<file path="src/rtl/uart_rx_frame_if.sv">
// uart_rx_frame_if: serial input and received-word outputs of the UART receiver
interface uart_rx_frame_if #(
    parameter int p_DATA_WIDTH = 8
) ();
    logic                    rx;
    logic [p_DATA_WIDTH-1:0] data;
    logic                    valid;
    logic                    frame_err;
    logic                    parity_err;
    logic                    busy;

    modport master (output rx, input data, valid, frame_err, parity_err, busy);
    modport slave  (input rx, output data, valid, frame_err, parity_err, busy);
endinterface

</file>
<file path="src/rtl/uart_rx_frame.sv">
// uart_rx_frame: oversampling UART receiver with 3-tap majority vote, false-start
// rejection, framing/break detection; parity checking enabled by UART_RX_PARITY_EN
module uart_rx_frame #(
    parameter int p_DATA_WIDTH   = 8,
    parameter int p_CLKS_PER_BIT = 16,
    parameter int p_STOP_BITS    = 1,
    parameter int p_PARITY_ODD   = 0
) (
    input  logic          i_clk,
    input  logic          i_reset,
    uart_rx_frame_if.slave bus
);
    localparam int MID = p_CLKS_PER_BIT / 2;
    localparam int CW  = $clog2(p_CLKS_PER_BIT);
    localparam int BW  = $clog2(p_DATA_WIDTH);
    localparam logic [CW-1:0] VOTE_AT   = CW'(MID + 1);
    localparam logic [CW-1:0] BIT_END   = CW'(p_CLKS_PER_BIT - 1);
    localparam logic [BW-1:0] LAST_BIT  = BW'(p_DATA_WIDTH - 1);
    localparam logic          LAST_STOP = 1'(p_STOP_BITS - 1);
    localparam logic          ODD       = 1'(p_PARITY_ODD);

    typedef enum logic [2:0] {IDLE, START, DATA, PARITY, STOP, BRK} state_t;

    state_t                  state;
    logic                    rx_m, rx_s;
    logic [1:0]              hist;
    logic [CW-1:0]           cnt;
    logic [BW-1:0]           bit_idx;
    logic                    stop_idx;
    logic [p_DATA_WIDTH-1:0] shreg;
    logic                    ferr;
    logic                    vote, at_vote, at_end, ferr_nx;
`ifdef UART_RX_PARITY_EN
    logic                    perr;
`else
    localparam logic         perr = ODD & 1'b0;
`endif

    // hist holds rx_s from the two previous cycles, so at VOTE_AT it covers mid-1 and mid
    assign vote    = (hist[1] & hist[0]) | (hist[1] & rx_s) | (hist[0] & rx_s);
    assign at_vote = (cnt == VOTE_AT);
    assign at_end  = (cnt == BIT_END);
    assign ferr_nx = ferr | ~vote;

    // two-flop synchroniser and sample history for the majority vote
    always_ff @(posedge i_clk) begin
        if (!i_reset) begin
            rx_m <= 1'b1;
            rx_s <= 1'b1;
            hist <= 2'b11;
        end else begin
            rx_m <= bus.rx;
            rx_s <= rx_m;
            hist <= {hist[0], rx_s};
        end
    end

    // frame FSM with registered result pulses; the stop decision does not wait for bit end
    always_ff @(posedge i_clk) begin
        if (!i_reset) begin
            state          <= IDLE;
            cnt            <= '0;
            bit_idx        <= '0;
            stop_idx       <= 1'b0;
            shreg          <= '0;
            ferr           <= 1'b0;
`ifdef UART_RX_PARITY_EN
            perr           <= 1'b0;
`endif
            bus.data       <= '0;
            bus.valid      <= 1'b0;
            bus.frame_err  <= 1'b0;
            bus.parity_err <= 1'b0;
            bus.busy       <= 1'b0;
        end else begin
            bus.valid      <= 1'b0;
            bus.frame_err  <= 1'b0;
            bus.parity_err <= 1'b0;
            cnt            <= at_end ? '0 : cnt + 1'b1;
            case (state)
                IDLE: begin
                    cnt <= '0;
                    if (!rx_s) begin
                        state    <= START;
                        bus.busy <= 1'b1;
                    end
                end
                START: begin
                    if (at_vote && vote) begin
                        state    <= IDLE;
                        bus.busy <= 1'b0;
                    end else if (at_end) begin
                        state   <= DATA;
                        bit_idx <= '0;
                    end
                end
                DATA: begin
                    if (at_vote) shreg <= {vote, shreg[p_DATA_WIDTH-1:1]};
                    if (at_end) begin
                        bit_idx <= bit_idx + 1'b1;
                        if (bit_idx == LAST_BIT) begin
`ifdef UART_RX_PARITY_EN
                            state <= PARITY;
`else
                            state <= STOP;
`endif
                            ferr     <= 1'b0;
                            stop_idx <= 1'b0;
                        end
                    end
                end
`ifdef UART_RX_PARITY_EN
                PARITY: begin
                    if (at_vote) perr <= ((^shreg) ^ vote) != ODD;
                    if (at_end) begin
                        state    <= STOP;
                        ferr     <= 1'b0;
                        stop_idx <= 1'b0;
                    end
                end
`endif
                STOP: begin
                    if (at_vote) begin
                        ferr <= ferr_nx;
                        if (stop_idx == LAST_STOP) begin
                            bus.valid      <= !ferr_nx && !perr;
                            bus.frame_err  <= ferr_nx;
                            bus.parity_err <= perr;
                            bus.busy       <= 1'b0;
                            if (!ferr_nx && !perr) bus.data <= shreg;
                            state <= (ferr_nx && !rx_s) ? BRK : IDLE;
                        end
                    end else if (at_end) begin
                        stop_idx <= 1'b1;
                    end
                end
                BRK: begin
                    if (rx_s) state <= IDLE;
                end
                default: state <= IDLE;
            endcase
        end
    end
endmodule

</file>
<file path="src/flat_wrapper.sv">
// flat-port wrapper written by rule: the top's interface ports become plain ports
module uart_rx_frame_flat 
#(
    parameter int p_DATA_WIDTH   = 8,
    parameter int p_CLKS_PER_BIT = 16,
    parameter int p_STOP_BITS    = 1,
    parameter int p_PARITY_ODD   = 0
)
  (i_clk, i_reset, bus_rx, bus_data, bus_valid, bus_frame_err, bus_parity_err, bus_busy);
  uart_rx_frame_if #(.p_DATA_WIDTH(p_DATA_WIDTH)) bus_i ();
  input  logic i_clk;
  input  logic i_reset;
  input wire logic [$bits(bus_i.rx)-1:0] bus_rx;
  output wire logic [$bits(bus_i.data)-1:0] bus_data;
  output wire logic [$bits(bus_i.valid)-1:0] bus_valid;
  output wire logic [$bits(bus_i.frame_err)-1:0] bus_frame_err;
  output wire logic [$bits(bus_i.parity_err)-1:0] bus_parity_err;
  output wire logic [$bits(bus_i.busy)-1:0] bus_busy;
  assign bus_i.rx = bus_rx;
  assign bus_data = bus_i.data;
  assign bus_valid = bus_i.valid;
  assign bus_frame_err = bus_i.frame_err;
  assign bus_parity_err = bus_i.parity_err;
  assign bus_busy = bus_i.busy;
  uart_rx_frame #(.p_DATA_WIDTH(p_DATA_WIDTH), .p_CLKS_PER_BIT(p_CLKS_PER_BIT), .p_STOP_BITS(p_STOP_BITS), .p_PARITY_ODD(p_PARITY_ODD)) u_core (.i_clk(i_clk), .i_reset(i_reset), .bus(bus_i));
endmodule
</file>
<file path="config.mk">
export PLATFORM = sky130hd
export DESIGN_NAME = uart_rx_frame_flat
export DESIGN_NICKNAME = d
export VERILOG_FILES = /design/src/rtl/uart_rx_frame_if.sv /design/src/rtl/uart_rx_frame.sv /design/src/flat_wrapper.sv
export SDC_FILE = /design/constraint.sdc
export NUM_CORES = 1
export LEC_CHECK = 0
export ABC_CLOCK_PERIOD_IN_PS = 2600
export CORE_MARGIN = 4
export CORE_UTILIZATION = 45
export CTS_CLUSTER_DIAMETER = 40
export DETAILED_ROUTE_END_ITERATION = 8
export PLACE_DENSITY = 0.7
export SLEW_MARGIN = 20
export SYNTH_ARGS = -nofsm -noshare
export SYNTH_HDL_FRONTEND = slang
export SYNTH_SLANG_ARGS = --single-unit
</file>
<file path="constraint.sdc">
create_clock -name i_clk -period 2.6 [get_ports i_clk]
set_clock_uncertainty 0.15 [all_clocks]
set_input_delay 0.52 -clock i_clk [delete_from_list [all_inputs] [get_ports i_clk]]
set_output_delay 0.52 -clock i_clk [all_outputs]
set_load 0.005 [all_outputs]
</file>
# ---- Word-level counts from Yosys, hierarchy flattened
# Index checks and enable logic that the tools add are counted.
dict set report op_classes {
  add_sub_neg 2
  multipliers 0
  div_mod_pow 0
  magnitude_cmp 0
  n_eq_ne 19
  n_shift 0
  n_mux 26
  n_bitwise 12
  n_reduce_logical 17
}
# operator n
set ops {}
lappend ops {{two-way mux 3 bit} 12}
lappend ops {{one-hot mux 3 bit (5 select lines)} 1}
lappend ops {{!= test 2 x 1 -> 1 bit, second input constant} 7}
lappend ops {{AND reduction 4 bit} 3}
lappend ops {{AND reduction 5 bit} 2}
lappend ops {{equality test 3 bit, second input constant} 3}
lappend ops {{two-way mux 1 bit} 9}
lappend ops {{equality test 4 bit, second input constant} 2}
lappend ops {{!= test 2 bit, second input constant} 4}
lappend ops {{AND reduction 7 bit} 1}
lappend ops {{NOT 1 bit} 6}
lappend ops {{one-hot mux 3 bit (2 select lines)} 1}
lappend ops {{adder 4 x 1 -> 4 bit, second input constant} 1}
lappend ops {{one-hot mux 1 bit (2 select lines)} 2}
lappend ops {{nonzero test 2 bit} 2}
lappend ops {{OR reduction 4 bit} 1}
lappend ops {{adder 3 x 1 -> 3 bit, second input constant} 1}
lappend ops {{AND 1 bit} 3}
lappend ops {{equality test 3 x 1 -> 1 bit, second input constant} 1}
lappend ops {{equality test 3 x 2 -> 1 bit, second input constant} 1}
lappend ops {{zero test 3 bit} 1}
lappend ops {{!= test 3 x 1 -> 1 bit, second input constant} 1}
lappend ops {{bitwise OR 1 bit} 3}
lappend ops {{one-hot mux 1 bit (3 select lines)} 1}
lappend ops {{other kinds (5)} 7}
dict set report word_totals {
  register_bits 35
  latchBits 0
  mem_bits_rw 0
  mem_bits_ro 0
  out_inout_bits 12
  elab_cells 89
  n_memories 0
}

# ---- Longest topological paths before layout
# Gate-level depths: netlist of run 1.
dict set report logic_depth {
  ltp_word 10
  ltp_mapped 7
  ltp_nobuf 6
}

# ---- Least setup slack after synthesis of run 1
# Ideal clock, no wire load.
dict set report synth_path {
  path_type {register to register}
  from {register u_core.cnt[0]}
  to {register u_core.state[2]}
  arrival_time_ns 1.474
  slack_ns 0.906
  stages_incl_launch_ff 7
  n_path_buf 1
  synth_period_minus_slack_ns 1.694
  cell_sequence {dfxtp_1 -> ha_1 -> and3_1 -> buf_2 -> a2111oi_4 -> o41ai_1 -> a21boi_1}
}
dict set report synth_via {
  elab_chain_cells 4
  elab_cells_between_ends 9
  classes_between {eq/ne: 5; mux: 2; reduce/logical: 2}
}
# item line
set synth_rtl {}
lappend synth_rtl {{start, declared} uart_rx_frame.sv:27} ;# logic [CW-1:0] cnt;
lappend synth_rtl {{start signal, assigned} uart_rx_frame.sv:79} ;# cnt <= at_end ? '0 : cnt + 1'b1;
lappend synth_rtl {{equality test 4 bit} uart_rx_frame.sv:41} ;# assign at_vote = (cnt == VOTE_AT);
lappend synth_rtl {{logical AND 1 bit} uart_rx_frame.sv:89} ;# if (at_vote && vote) begin
lappend synth_rtl {{!= test 3 x 1 -> 1 bit (no line) or two-way mux 3 bit (tied branches)} --}
lappend synth_rtl {{AND reduction 7 bit (no line) or one-hot mux 3 bit (5 select lines) (tied branches)} --}
lappend synth_rtl {{end signal, assigned} uart_rx_frame.sv:131} ;# state <= (ferr_nx && !rx_s) ? BRK : IDLE;
lappend synth_rtl {{end, declared} uart_rx_frame.sv:24} ;# state_t state;
# Parallel ways exist; a longest one is shown, timed or not.
# A chain may end at the register's enable or synchronous reset.

# ---- Worst setup path after layout of run 1
dict set report layout_path {
  from {register u_core.cnt[0]}
  to {register u_core.bus.data[5]}
}
dict set report layout_via {
  elab_chain_cells 2
}
# item line
set layout_rtl {}
lappend layout_rtl {{equality test 4 bit} uart_rx_frame.sv:41}
lappend layout_rtl {{AND reduction 4 bit (no line)} --}
lappend layout_rtl {{end signal, assigned} uart_rx_frame.sv:130} ;# if (!ferr_nx && !perr) bus.data <= shreg;
lappend layout_rtl {{end, declared} uart_rx_frame_if.sv:13} ;# modport slave (input rx, output data, valid, frame_err, parity_err, busy);
# No other way between the ends.

==> results.md, run 1 <==
- Switching part of the total: 0.251
- Yosys top cell area share: 0.442
- Register area share after synthesis: 0.442
- Iteration-0 DRC Markers: 85
- Die Ht: 67.4 um
- Worst setup EP type: register
- Leak pwr: 0.652 nW
- Hold Path Sink: u_core.rx_s
- Seq pwr share: 0.616
- Post-detail-place hpwl: 2.08 mm
- Mapped cell area: 1590 sq um
- Peak VDD IR: 0.298 mV
- Via count: 1231
- Clk pwr share: 0.308
- Setup violations, final: 0
- Cell Int Power: 0.684 mW
- Die Area: 4540 sq um
- Drt total wl: 2.85 mm
- Final ANT Viol Nets: 0
- CTS Buffer Depth: 2
- P_sw: 0.230 mW
- Outcome: complete, no violations
- Count of final hold-check violations: 0
- Post-synth EDFFs: 0
- CTS tree: yes
- Final Util: 0.529
- I/O Buffers: 13
- Vias in the first global route: 1130
- Hold Buf Count CTS: 0
- Syn_area_per_cell: 9.38 sq um
- Max_cap viols: 0
- CTS Buf Count: 5
- Post-Synthesis Net Count: 176
- Root Driver: clkbuf_4
- RSZ-0062 raised after global routing: false
- Clock Sinks: 35
- Top-count cell post-synth: dfxtp_1
- Worst Tran Pin Value: 630 ps
- H-tree depth: 2
- CTS clock-pin slew for the worst setup and hold paths: 110 ps
- Slew Limit Fails: 0
- Cells on Worst Hold Path: 1
- R2r startpoint: u_core.cnt[0]
- Grt ovf: 0
- # IOs: 15
- Length of the first detailed-routing pass in iterations: 4
- Critical path class: register to register
- Resized cells post-CTS: 0
- Via density: 5.45
- Main synth FF type: dfxtp_1
- Fmax: 534 MHz
- Nets: 186
- Die W: 67.4 um
- Initial antenna violation count: 0
- CORE AREA: 3360 sq um
- Final RePlAce weighted congestion: 0.845
- Data required, critical path: 2680 ps
- Antenna cells: 0
- Num rows: 21
- Synth Register Bits: 35
- Worst hold path type: register to register
- Startpoint types: register
- Setup TNS: 0 ps
- Relative slew slack: 0.579
- Synth Instances: 169
- Dominant cells by area after synthesis: dfxtp_1 44%, nor2b_1 5.1%, mux2i_1 5.1%, a21boi_1 4.3%, nand3_1 3.8%
- Cell accounting for the most synthesized area: dfxtp_1
- Area grow syn2layout: 12.3%
- Starting density of the core: 0.471
- Per-cell routed wire length: 12.6 um
- Largest net degree at the start of global routing: 20
- Reg-to-reg critical path endpoint: u_core.bus.data[5]
- PwrDens: 513 nW/um^2
- Crit Path Max Fanout: 8
- DRC viols: 0
- Asr flop ratio synth: 0
- Synth cell types: 45
- Placed cell area: 1730 sq um
- Top post-synthesis cells by count: 35 x dfxtp_1, 13 x nor2b_1, 12 x nand3_1
- Fill cells: 342
- Period utilization: 0.720
- Fin area: 1780 sq um
- Gate power share: 0.076
- First-pass GRT wire length: 4.91 mm
- Gr usage total: 0.146
- Share of layout cells above drive strength 1: 0.0833
- Reg2Reg Depth: 5
- Final Total Pwr: 0.914 mW
- CP Data Arrival Time: 1950 ps
- Total setup buffers inserted after CTS: 0
- Ys Warns: 0
- Worst-skew pair later-pin latency: 330 ps
- Minimum clock period after layout: 1870 ps
- R2r setup slk: 730 ps
- Hold Startpoint: u_core.rx_m
[cells by family (layout without fill, tap and decap cells)]
group,count (synthesis),in the layout,synth area share
AOI/OAI and AO/OA,37,37,0.168
xor gates and xnor gates,2,2,0.0111
adders and majority gates,5,5,0.0387
buffers and inverters,13,24,0.0387
DFF,35,35,0.442
muxes,8,8,0.0505
other,1,1,0.00237
and+or+nand+nor,68,68,0.249
[power by group through the flow]
stage	clock network [mW]	logic, mW	registers [mW]
CTS	0.295	0.0698	0.563
finish	0.282	0.0694	0.563
floorplan	0	0.0649	0.566
detailed placement	0	0.0697	0.575
global route	0.315	0.0765	0.566
global placement	0	0.0684	0.575
[routing by layer]
metal / track usage / up-vias / wire (um)
met2: 0.247 / 28 / 1360
met5: 0 / - / 0
met1: 0.170 / 584 / 1310
li1: - / 614 / -
met3: 0.0399 / 5 / 130
met4: 0.0684 / 0 / 46
[critical path, cell delays in order, from the launching register on]
cell      delay (ps)
dfxtp_1          400
ha_1             190
nand3b_1         180
or3_1            580
o21ai_1          180
a21boi_1          80
[registers in the layout (all words and copies together) (netlist names)]
register / flops
u_core.stop_idx: 1
u_core.bus.busy: 1
u_core.bus.data: 8
u_core.shreg: 8
u_core.bus.valid: 1
u_core.ferr: 1
u_core.rx_s: 1
u_core.bit_idx: 3
u_core.cnt: 4
u_core.rx_m: 1
u_core.hist: 2
u_core.bus.frame_err: 1
u_core.state: 3
[layout make-up]
class | count | area [sq um] | area share
Inverter | 2 | 7.51 | 0.00422
Clock inverter | 2 | 12.5 | 0.00703
Clock buffer | 6 | 41.3 | 0.0232
Timing Repair Buffer | 14 | 138 | 0.0773
Sequential cell | 35 | 701 | 0.394
Tap cell | 46 | 57.6 | 0.0323
Multi-Input combinational cell | 121 | 823 | 0.462
[worst max path at each step]
stage	start	endpoint	slack [ps]	depth (start not counted)
detailed placement	i_reset	u_core.cnt[3]	570	4
CTS	u_core.cnt[0]	u_core.bus.data[0]	690	5
global placement	i_reset	u_core.cnt[3]	610	4
global route	u_core.cnt[0]	u_core.bus.data[5]	560	5
floorplan	u_core.cnt[0]	u_core.state[2]	910	6
finish	u_core.cnt[0]	u_core.bus.data[5]	730	5
[placed cells by master (no fill, tap or decap), types with 6 or more instances in the layout]
cell             count
a21boi_1             9
nor2b_1             13
dfxtp_1             35
o21ai_0              6
clkdlybuf4s50_1     13
nand2b_1             8
nand3_1             12
mux2i_1              8
o21ai_1              9
nor2_1               9
[through the flow]
stage               hold WS, ps  worst slack, ps  cells
detailed placement          253              572    218
global placement            244              612    218
global route                327              560    226
floorplan                   236              906    169
CTS                         280              690    226
finish                      278              727    226
(Power assumes the default switching activity.)
==> run 2, diff against run 1 <==
--- a/config.mk
+++ b/config.mk
@@ -5,12 +5,12 @@
 export SDC_FILE = /design/constraint.sdc
 export NUM_CORES = 1
 export LEC_CHECK = 0
-export ABC_CLOCK_PERIOD_IN_PS = 2600
+export ABC_CLOCK_PERIOD_IN_PS = 1520
 export CORE_MARGIN = 4
 export CORE_UTILIZATION = 45
 export CTS_CLUSTER_DIAMETER = 40
 export DETAILED_ROUTE_END_ITERATION = 8
-export PLACE_DENSITY = 0.7
+export PLACE_DENSITY = 0.73
 export SLEW_MARGIN = 20
 export SYNTH_ARGS = -nofsm -noshare
 export SYNTH_HDL_FRONTEND = slang
==> constraint.sdc (replaced) <==
create_clock -name i_clk -period 1.52 [get_ports i_clk]
set_clock_uncertainty 0.15 [all_clocks]
set_input_delay 0.304 -clock i_clk [delete_from_list [all_inputs] [get_ports i_clk]]
set_output_delay 0.304 -clock i_clk [all_outputs]
set_load 0.005 [all_outputs]
==> run 2 against run 1 <==
Against the previous run: the flow now finishes with violations (setup timing); worst setup slack worse by 880 ps; clock power increased to 2.5 times the previous value; via count is 13% higher; count of clock-buffer cells in the layout did not move; flip-flop and latch count unchanged.
==> results.md, run 2 (synthesis gave the netlist of run 1 again) <==
- Outcome: complete, but fails checks (was complete, no violations)
- Violated checks: setup timing
- Worst-skew pair later-pin latency: 340 ps (was 330 ps)
- RSZ-0062 raised after global routing: true (was false)
- Iteration-0 DRC Markers: 53 (was 85)
- H-tree depth: 2 (unchanged)
- Nets: 218 (was 186)
- Die Area: 4540 sq um (unchanged)
- Worst hold path type: register to register (unchanged)
- Drt total wl: 3.72 mm (was 2.85 mm)
- Leak pwr: 0.902 nW (was 0.652 nW)
- Largest net degree at the start of global routing: 22 (was 20)
- Num rows: 21 (unchanged)
- Crit path buffers/inverters: 1 (was 0)
- Clock Sinks: 35 (unchanged)
- PwrDens: 844 nW/um^2 (was 513 nW/um^2)
- Worst setup EP type: register (unchanged)
- Clk pwr share: 0.379 (was 0.308)
- Setup violations, final: 18 (was 0)
- Biggest regs: u_core.bus.data: 8 flops, u_core.shreg: 8 flops, u_core.cnt: 4 flops (unchanged)
- Hold Startpoint: u_core.rx_m (unchanged)
- Grt ovf: 0 (unchanged)
- Placed cell area: 2000 sq um (was 1730 sq um)
- Via count: 1390 (was 1231)
- Data required, critical path: 1600 ps (was 2680 ps)
- Seq pwr share: 0.510 (was 0.616)
- Final RePlAce weighted congestion: 0.843 (was 0.845)
- Antenna cells: 0 (unchanged)
- Vias in the first global route: 1228 (was 1130)
- Length of the first detailed-routing pass in iterations: 4 (unchanged)
- Commonest non-fill, non-tap cell in the layout: buf_4 (was dfxtp_1)
- CTS tree: yes (unchanged)
- Per-cell routed wire length: 14.4 um (was 12.6 um)
- P_sw: 0.440 mW (was 0.230 mW)
- CTS clock-pin slew for the worst setup and hold paths: 110 ps (about the same)
- I/O Buffers: 13 (unchanged)
- Minimum clock period after layout: 1680 ps (was 1870 ps)
- Critical path class: register to register (unchanged)
- Period utilization: 1.10 (was 0.720)
- Peak VDD IR: 0.564 mV (was 0.298 mV)
- Fmax: 596 MHz (was 534 MHz)
- CORE AREA: 3360 sq um (unchanged)
- Final worst slack: -157 ps (was 727 ps)
- Max_cap viols: 0 (unchanged)
- # IOs: 15 (unchanged)
- Crit-path cells: inv_2 > ha_4 > nand3b_1 > a32o_2 > o41ai_2 > a21boi_1 (was ha_1 > nand3b_1 > or3_1 > o21ai_1 > a21boi_1)
- Area grow syn2layout: 39.5% (was 12.3%)
- Crit Path Max Fanout: 4 (was 8)
- Fin area: 2210 sq um (was 1780 sq um)
- Final ANT Viol Nets: 0 (unchanged)
- R2r startpoint: u_core.cnt[1] (was u_core.cnt[0])
- Most frequent cells in the layout: 32 x buf_4, 19 x dfxtp_1, 15 x dfxtp_2 (was 35 x dfxtp_1, 13 x nor2b_1, 13 x clkdlybuf4s50_1)
- Initial antenna violation count: 0 (unchanged)
- Die W: 67.4 um (unchanged)
- Cell Int Power: 1.43 mW (was 0.684 mW)
- Max stage delay on crit path: 350 ps (was 580 ps)
- Die Ht: 67.4 um (unchanged)
- CP Data Arrival Time: 1760 ps (was 1950 ps)
- Post-detail-place hpwl: 2.54 mm (was 2.08 mm)
- Crit path max-delay family: compound AO/OA/AOI/OAI gates (was simple AND/OR/NAND/NOR gates)
- CTS Buf Count: 5 (unchanged)
- Gate power share: 0.111 (was 0.076)
- Gr usage total: 0.171 (was 0.146)
- Switching part of the total: 0.235 (was 0.251)
- Hold Buf Count CTS: 0 (unchanged)
- Count of final hold-check violations: 0 (unchanged)
- DRC viols: 0 (unchanged)
- Via density: 5.39 (was 5.45)
- CTS Buffer Depth: 2 (unchanged)
- Startpoint types: register (unchanged)
- Critical-path top delay cell: dfxtp_2 (was or3_1)
- Crit. Startpoint: u_core.cnt[1] (was u_core.cnt[0])
- Share of layout cells above drive strength 1: 0.410 (was 0.0833)
- Hold_ws: 278 ps (about the same)
- Starting density of the core: 0.471 (unchanged)
- Fill cells: 289 (was 342)
- Slew Limit Fails: 0 (unchanged)
- First-pass GRT wire length: 5.64 mm (was 4.91 mm)
- Root Driver: clkbuf_4 (unchanged)
[run 2: final timing paths]
path	slack, ps	to	cells past startpoint
setup / recovery	-160	u_core.state[2]	6
hold / removal	280	u_core.rx_s	1
setup reg to reg	-160	u_core.state[2]	6
hold reg to reg	280	u_core.rx_s	1
[run 2: layout make-up]
type / instances / area [sq um] / area share
Tap cell: 46 / 57.6 / 0.0260
Clock buffer: 6 / 51.3 / 0.0232
Multi-Input combinational cell: 121 / 970 / 0.438
Clock inverter: 2 / 35.0 / 0.0158
Timing Repair Buffer: 46 / 368 / 0.166
Inverter: 2 / 7.51 / 0.00339
Sequential cell: 35 / 723 / 0.327
[run 2: routing by layer]
metal | global-route usage | vias to the layer above | wire length [um]
li1 | - | 676 | -
met1 | 0.200 | 676 | 1520
met2 | 0.279 | 31 | 1970
met3 | 0.0649 | 7 | 166
met4 | 0.0759 | 0 | 65
met5 | 0 | - | 0
[run 2: power by group through the flow]
stage	logic [mW]	clock network [mW]	registers [mW]
2_1_floorplan	0.120	0	0.973
3_3_place_gp	0.188	0	0.971
3_5_place_dp	0.192	0	0.972
4_1_cts	0.193	0.725	0.951
5_1_grt	0.227	0.760	0.954
6_report	0.206	0.708	0.953
[run 2: stage by stage]
step            util  setup WS (ps)  power, mW  TNS, ps  std cells
2_1_floorplan      -          -61.0       1.09     -508        169
3_3_place_gp   0.594           -209       1.16    -1460        246
3_5_place_dp   0.594           -194       1.16    -1990        246
4_1_cts        0.625           -128       1.87    -1040        254
5_1_grt        0.658           -238       1.94    -2960        258
6_report       0.658           -157       1.87    -1310        258
[run 2: timing repair]
action,in CTS,in global routing
gates resized for setup,27,22
gates cloned,0,0
pin swaps,5,7
buffers inserted,0,5
endpoints found under the setup margin,36,27
[run 2: worst register-to-register path: cells and delay by family (launching register included)]
kind | cells | cell delay [ps]
adder cells (fa/ha/maj) | 1 | 120
flip-flops | 1 | 350
AO/OA/AOI/OAI | 3 | 720
buffers and inverters | 1 | 60
AND/OR/NAND/NOR | 1 | 170
==> run 3, diff against run 2 <==
--- a/config.mk
+++ b/config.mk
@@ -5,7 +5,6 @@
 export SDC_FILE = /design/constraint.sdc
 export NUM_CORES = 1
 export LEC_CHECK = 0
-export ABC_CLOCK_PERIOD_IN_PS = 1520
 export CORE_MARGIN = 4
 export CORE_UTILIZATION = 45
 export CTS_CLUSTER_DIAMETER = 40
==> results of run 3 <==
Final layout, timing and power as in run 2 (identical DEF).
